`config.mk`:
```
export PLATFORM = sky130hd
export DESIGN_NAME = mem_arbiter
export DESIGN_NICKNAME = d
export VERILOG_FILES = /design/src/rtl/mem_arb_pkg.sv /design/src/rtl/mem_arb_pick.sv /design/src/rtl/mem_arbiter.sv
export SDC_FILE = /design/constraint.sdc
export NUM_CORES = 1
export LEC_CHECK = 0
export ABC_AREA = 1
export CAP_MARGIN = 0
export CORE_AREA = 2 2 225 227
export DETAILED_ROUTE_END_ITERATION = 12
export DIE_AREA = 0 0 227 229
export SETUP_SLACK_MARGIN = 0.15
export SLEW_MARGIN = 10
export SYNTH_ARGS = -nofsm -noshare
export SYNTH_HDL_FRONTEND = slang
export SYNTH_SLANG_ARGS = --single-unit
```
`constraint.sdc`:
```
create_clock -name Clk -period 2 [get_ports Clk]
set_input_delay 0.2 -clock Clk [delete_from_list [all_inputs] [get_ports Clk]]
set_output_delay 0.2 -clock Clk [all_outputs]
set_load 0.03 [all_outputs]
```
`src/rtl/mem_arb_pkg.sv`:
```
// Shared types and address helpers for the memory-port arbiter.
package mem_arb_pkg;

    typedef enum logic [1:0] {IDLE, ISSUE, RESP} stateT;
    typedef enum logic [1:0] {OWN_I_RD, OWN_D_RD, OWN_D_WR} ownerT;

    localparam int DEF_LINE_W = 128;
    localparam int OFFS_BITS  = $clog2(DEF_LINE_W / 8);

    // Clear the low offsBits bits of a byte address (line alignment).
    function automatic logic [31:0] alignAddr(input logic [31:0] addr, input int offsBits);
        logic [31:0] mask;
        mask = ~((32'd1 << offsBits) - 32'd1);
        return addr & mask;
    endfunction

endpackage

```
`src/rtl/mem_arb_pick.sv`:
```
// Combinational grant select: D writes first, then round-robin between I and D reads.
module mem_arb_pick
    import mem_arb_pkg::*;
(
    input  logic  iReq,
    input  logic  dRdReq,
    input  logic  dWrReq,
    input  logic  lastGrantD,
    output ownerT grant,
    output logic  anyReq,
    output logic  conflict
);

    always_comb begin
        grant    = OWN_D_RD;
        anyReq   = iReq | dRdReq | dWrReq;
        conflict = iReq & (dRdReq | dWrReq);
        if (dWrReq) begin
            grant = OWN_D_WR;
        end else if (iReq && dRdReq) begin
            grant = lastGrantD ? OWN_I_RD : OWN_D_RD;
        end else if (iReq) begin
            grant = OWN_I_RD;
        end
    end

endmodule

```
`src/rtl/mem_arbiter.sv`:
```
// Shares one memory port between icache refills and dcache refills/write-throughs.
// Memory handshake: mem_req rises with addr/we/wdata stable and holds until the cycle mem_ready is high; that cycle completes the transfer.
module mem_arbiter
    import mem_arb_pkg::*;
#(
    parameter int LINE_W = DEF_LINE_W,
    parameter int CNT_W  = 16
) (
    input  logic              Clk,
    input  logic              Rst,
    input  logic              i_readmiss,
    input  logic [31:0]       i_addr,
    input  logic              i_abort,
    output logic              i_readready,
    output logic [LINE_W-1:0] i_rdata,
    input  logic              d_readmiss,
    input  logic              d_writethru,
    input  logic [31:0]       d_addr,
    input  logic [31:0]       d_wdata,
    output logic              d_readready,
    output logic              d_writeready,
    output logic [LINE_W-1:0] d_rdata,
    output logic              mem_req,
    output logic              mem_we,
    output logic [31:0]       mem_addr,
    output logic [31:0]       mem_wdata,
    input  logic [LINE_W-1:0] mem_rdata,
    input  logic              mem_ready,
    output logic              busy,
    output logic [CNT_W-1:0]  conflict_cnt,
    output stateT             dbgState
);

    localparam int OffsBits = (LINE_W == DEF_LINE_W) ? OFFS_BITS : $clog2(LINE_W / 8);

    stateT             state, stateD;
    ownerT             owner, grant;
    logic              lastGrantD, abortQ;
    logic              iReq, anyReq, conflict;
    logic              grantNow, latchLine, abortSet;
    logic              memWeQ;
    logic [31:0]       memAddrQ, memWdataQ;
    logic [LINE_W-1:0] iRdataQ, dRdataQ;
    logic [CNT_W-1:0]  conflictQ;

    // An icache miss raised together with its own abort never counts as a request.
    assign iReq = i_readmiss & ~i_abort;

    mem_arb_pick u_pick (
        .iReq       (iReq),
        .dRdReq     (d_readmiss),
        .dWrReq     (d_writethru),
        .lastGrantD (lastGrantD),
        .grant      (grant),
        .anyReq     (anyReq),
        .conflict   (conflict)
    );

    always_ff @(posedge Clk) begin
        if (!Rst) begin
            state <= IDLE;
        end else begin
            state <= stateD;
        end
    end

    always_comb begin
        stateD       = state;
        grantNow     = 1'b0;
        latchLine    = 1'b0;
        abortSet     = 1'b0;
        mem_req      = 1'b0;
        i_readready  = 1'b0;
        d_readready  = 1'b0;
        d_writeready = 1'b0;
        case (state)
            IDLE: begin
                if (anyReq) begin
                    grantNow = 1'b1;
                    stateD   = ISSUE;
                end
            end
            ISSUE: begin
                mem_req  = 1'b1;
                abortSet = i_abort && (owner == OWN_I_RD);
                if (mem_ready) begin
                    latchLine = 1'b1;
                    stateD    = RESP;
                end
            end
            RESP: begin
                i_readready  = (owner == OWN_I_RD) && !abortQ;
                d_readready  = (owner == OWN_D_RD);
                d_writeready = (owner == OWN_D_WR);
                stateD       = IDLE;
            end
            default: stateD = IDLE;
        endcase
    end

    always_ff @(posedge Clk) begin
        if (!Rst) begin
            owner      <= OWN_I_RD;
            lastGrantD <= 1'b1;
            abortQ     <= 1'b0;
            memWeQ     <= 1'b0;
            memAddrQ   <= '0;
            memWdataQ  <= '0;
            iRdataQ    <= '0;
            dRdataQ    <= '0;
            conflictQ  <= '0;
        end else begin
            if (grantNow) begin
                owner     <= grant;
                memWeQ    <= (grant == OWN_D_WR);
                memWdataQ <= d_wdata;
                if (grant == OWN_D_WR) begin
                    memAddrQ <= {d_addr[31:2], 2'b00};
                end else begin
                    memAddrQ   <= alignAddr((grant == OWN_I_RD) ? i_addr : d_addr, OffsBits);
                    lastGrantD <= (grant == OWN_D_RD);
                end
                if (conflict && (conflictQ != '1)) begin
                    conflictQ <= conflictQ + CNT_W'(1);
                end
            end
            if (state == IDLE) begin
                abortQ <= 1'b0;
            end else if (abortSet) begin
                abortQ <= 1'b1;
            end
            // An aborted I refill still completes with memory but its line is discarded.
            if (latchLine) begin
                if (owner == OWN_I_RD) begin
                    if (!(abortQ || abortSet)) begin
                        iRdataQ <= mem_rdata;
                    end
                end else if (owner == OWN_D_RD) begin
                    dRdataQ <= mem_rdata;
                end
            end
        end
    end

    assign mem_we       = memWeQ;
    assign mem_addr     = memAddrQ;
    assign mem_wdata    = memWdataQ;
    assign i_rdata      = iRdataQ;
    assign d_rdata      = dRdataQ;
    assign conflict_cnt = conflictQ;
    assign busy         = (state != IDLE);
    assign dbgState     = state;

endmodule

```
==> flow_metrics.py <==
metrics = {
    "sta": {
        "period_needed_ns": 1.816,
        "rsz0062_at_grt": "yes",
        "min_period_over_period_pct": 90.78,
        "fmax_mhz": 550.8,
        "final-hold-violation-count": 0,
        "setup_viol": 0,
        "slew_violations": 0,
        "layout_setup_ws_ns": 0.1844,
        "clock-skew-final_ns": 0.02421,
        "relSlewSlack_pct": 62.59,
        "worstMarginPinSlew_ns": 0.5612,
    },
    "floorplan": {
        "die_w_um": 227,
        "die_y_um": 229,
        "dieArea_um2": 51980,
        "start_util_pct": 25.90,
        "ios": 575,
        "rows": 82,
        "core_um2": 49660,
    },
    "synthesis": {
        "synthXorXnorAreaFrac_pct": 0.2043,
        "synth_top_family_by_area": "simple AND/OR/NAND/NOR gates",
        "synth_common_cells": "nor2_1, dfxtp_1, o21ai_0",
        "synth.most_common_cell": "nor2_1",
        "ys_types": 29,
        "yosysSeqAreaShare_pct": 53.07,
        "synth_top_area_share_pct": 53.07,
        "synthAdderAreaFrac_pct": 0.09728,
        "yosysWarningCount": 0,
        "synthesis.instances": 1705,
        "synth_edf_count": 0,
        "synthMuxAreaShare_pct": 0,
        "yosys.area_share.simple_pct": 26.38,
        "synth.largest_area_cell": "dfxtp_1",
        "synth_compound_area_share_pct": 14.23,
        "netlist_area_um2": 12860,
        "synthArstFlopShare_pct": 0,
        "synth.avg_cell_area_um2": 7.544,
        "synth_flop_cell": "dfxtp_1",
        "synth_area_leaders": "dfxtp_1, nor2_1, o21ai_0",
        "synth-seq-cells": 341,
    },
    "critical_path": {
        "cp-start-kind": "flop",
        "crit_slowest_cell": "clkdlybuf4s50_1",
        "crit_type": "reg -> out",
        "r2r_cells": 11,
        "cp_slowest_stage_delay_ns": 0.73,
        "reg2reg_from": "owner[0]$_SDFFE_PN0P_",
        "path_delay_family": "buffers and inverters",
        "path_cells": "clkdlybuf4s50_1",
        "cp.required_ns": 1.80,
        "crit_path_end": "i_rdata[16]",
        "critPathBufInv": 1,
        "rrSetupSlack_ns": 0.23,
        "rr_endpoint": "i_rdata[120]$_SDFFE_PN0P_",
        "cp-startpoint": "i_rdata[16]$_SDFFE_PN0P_",
        "cp.arrival_ns": 1.62,
        "cp.depth": 1,
        "crit_path_max_fanout": 2,
        "endpoint_kind": "primary output",
    },
    "grt": {
        "grt_max_degree": 86,
        "grt_pass1_vias": 13240,
        "grt.total_usage_pct": 18.45,
        "grt_antenna_before_repair": 1,
        "grt_overflow": 0,
        "grt_pass1_wl_mm": 75.45,
    },
    "hold_path": {
        "hp-class": "in -> reg",
    },
    "routing": {
        "drc": 0,
        "dr.pass1.iters": 5,
        "wirelength_mm": 52.06,
        "vias": 13690,
        "ant_nets": 0,
        "drt-initial-drc-count": 760,
        "wire_per_inst_um": 17.44,
        "viasPerCell": 4.587,
    },
    "cells_and_area": {
        "area_growth_pct": 67.71,
        "final_core_util_pct": 43.44,
        "fin_nets": 2515,
        "nFillCells": 5002,
        "fin_area_um2": 21570,
        "drive_above_1_share_pct": 8.304,
    },
    "cts": {
        "cts_buffers": 40,
        "clk_latency_ns": 0.56,
        "clkTransAtPathRegs_ns": 0.06,
        "cts_tree": "done",
        "clk_path_buf_depth": 3,
        "cts_sinks": 341,
        "root_buffer": "clkbuf_16",
        "htree_num_levels": 2,
    },
    "placement": {
        "dpl_cell_area_um2": 19720,
        "port-buffer-count": 566,
        "hpwl_mm": 34.85,
        "gp_congestion": 0.8351,
        "dp_worst_setup_slack_ns": -0.07803,
    },
    "pwr": {
        "vdd_drop_max_v": 0.0007548,
        "p_leak_nw": 9.343,
        "power.total_mw": 18.76,
        "power_density_nw_per_um2": 869.6,
    },
    "outcome": {
        "status": "completed",
    },
    "run": {
        "max-cap-violations": 0,
    },
}
==> timing repair <==
action	4_1_cts	5_1_grt
gates resized for setup	42	66
setup buffers	4	3
hold buffers	0	0
pin swaps	2	6
setup endpoints to repair	34	182
gates cloned	2	8
==> worst min-delay path by stage <==
stage	from	end	slack [ns]	depth (start not counted)
detailed placement	mem_addr[18]$_SDFFE_PN0P_	mem_addr[18]$_SDFFE_PN0P_	0.45	2
CTS	Rst	i_rdata[123]$_SDFFE_PN0P_	0.02	3
global placement	lastGrantD$_SDFFE_PN1P_	lastGrantD$_SDFFE_PN1P_	0.44	2
finish	Rst	i_rdata[123]$_SDFFE_PN0P_	0.04	3
global route	Rst	i_rdata[125]$_SDFFE_PN0P_	0.03	3
floorplan	mem_rdata[100]	d_rdata[100]$_SDFFE_PN0P_	0.33	2
==> layout make-up <==
class	instances	area, µm²	area share (%)
repair buffers	672	7018	32.53
clock buffers	59	1174	5.441
multi-input cells	1178	5313	24.63
inverters	50	193.9	0.8990
diodes	1	2.502	0.01160
flip-flops and latches	341	6834	31.68
clock inverters	12	196.4	0.9106
well taps	672	840.8	3.898
==> power breakdown <==
group          total, mW  switching (mW)  internal, mW
Clock               7.66            2.95          4.71
Combinational       3.71            2.09          1.62
Sequential          7.39           0.207          7.19
==> metrics by stage <==
| step | hold WS [ns] | setup TNS [ns] | instances |
|---|---|---|---|
| after detailed placement | 0.4544 | -0.2118 | 2896 |
| after CTS | 0.01547 | 0 | 2973 |
| after global placement | 0.4447 | -0.07803 | 2896 |
| after global routing | 0.02972 | 0 | 2985 |
| after floorplan | 0.3349 | 0 | 1706 |
| final | 0.04092 | 0 | 2985 |
==> flip-flops by register name (all words and copies together), names as in the netlist <==
signal        count
mem_we            1
d_rdata         128
dbgState          2
mem_wdata        32
i_rdata         128
owner             2
conflict_cnt     16
lastGrantD        1
mem_addr         30
abortQ            1
==> per-layer routing <==
| layer | part of all wire, % | routed length, µm | track usage (%) | vias to the layer above |
|---|---|---|---|---|
| met5 | 0 | 0 | 0 | - |
| met4 | 3.3 | 1744 | 6.761 | 0 |
| met3 | 8.3 | 4318 | 5.953 | 93 |
| met2 | 48 | 24890 | 31.89 | 429 |
| met1 | 41 | 21110 | 21.12 | 6396 |
| li1 | - | - | - | 6773 |
==> logic make-up (layout without fill, tap and decap cells) <==
kind of cell,count (synthesis),count (layout)
simple gates,807,807
compound gates,365,365
flops,341,341
buf+inv,187,793
xor+xnor,3,3
fa+ha+maj,1,1
other cells,1,3
==> cell usage in the layout, fill, tap and decap left out, drive strengths merged <==
cell type / Yosys / layout
dfxtp: 341 / 341
nand3b: 3 / 3
nand3: 19 / 19
nor2: 518 / 518
bufbuf: 0 / 2
ha: 1 / 1
nand2: 153 / 153
conb: 1 / 2
nand4: 6 / 6
dlygate4sd2: 0 / 29
a21oi: 68 / 68
buf: 43 / 100
nor4: 104 / 104
or2: 1 / 1
nor3: 3 / 3
xor2: 3 / 3
o21ai: 297 / 297
diode: 0 / 1
clkinv: 1 / 8
bufinv: 0 / 5
clkbuf: 94 / 68
dlymetal6s2s: 0 / 38
inv: 49 / 49
clkdlybuf4s50: 0 / 494
Power figures use the tool's default switching activity.
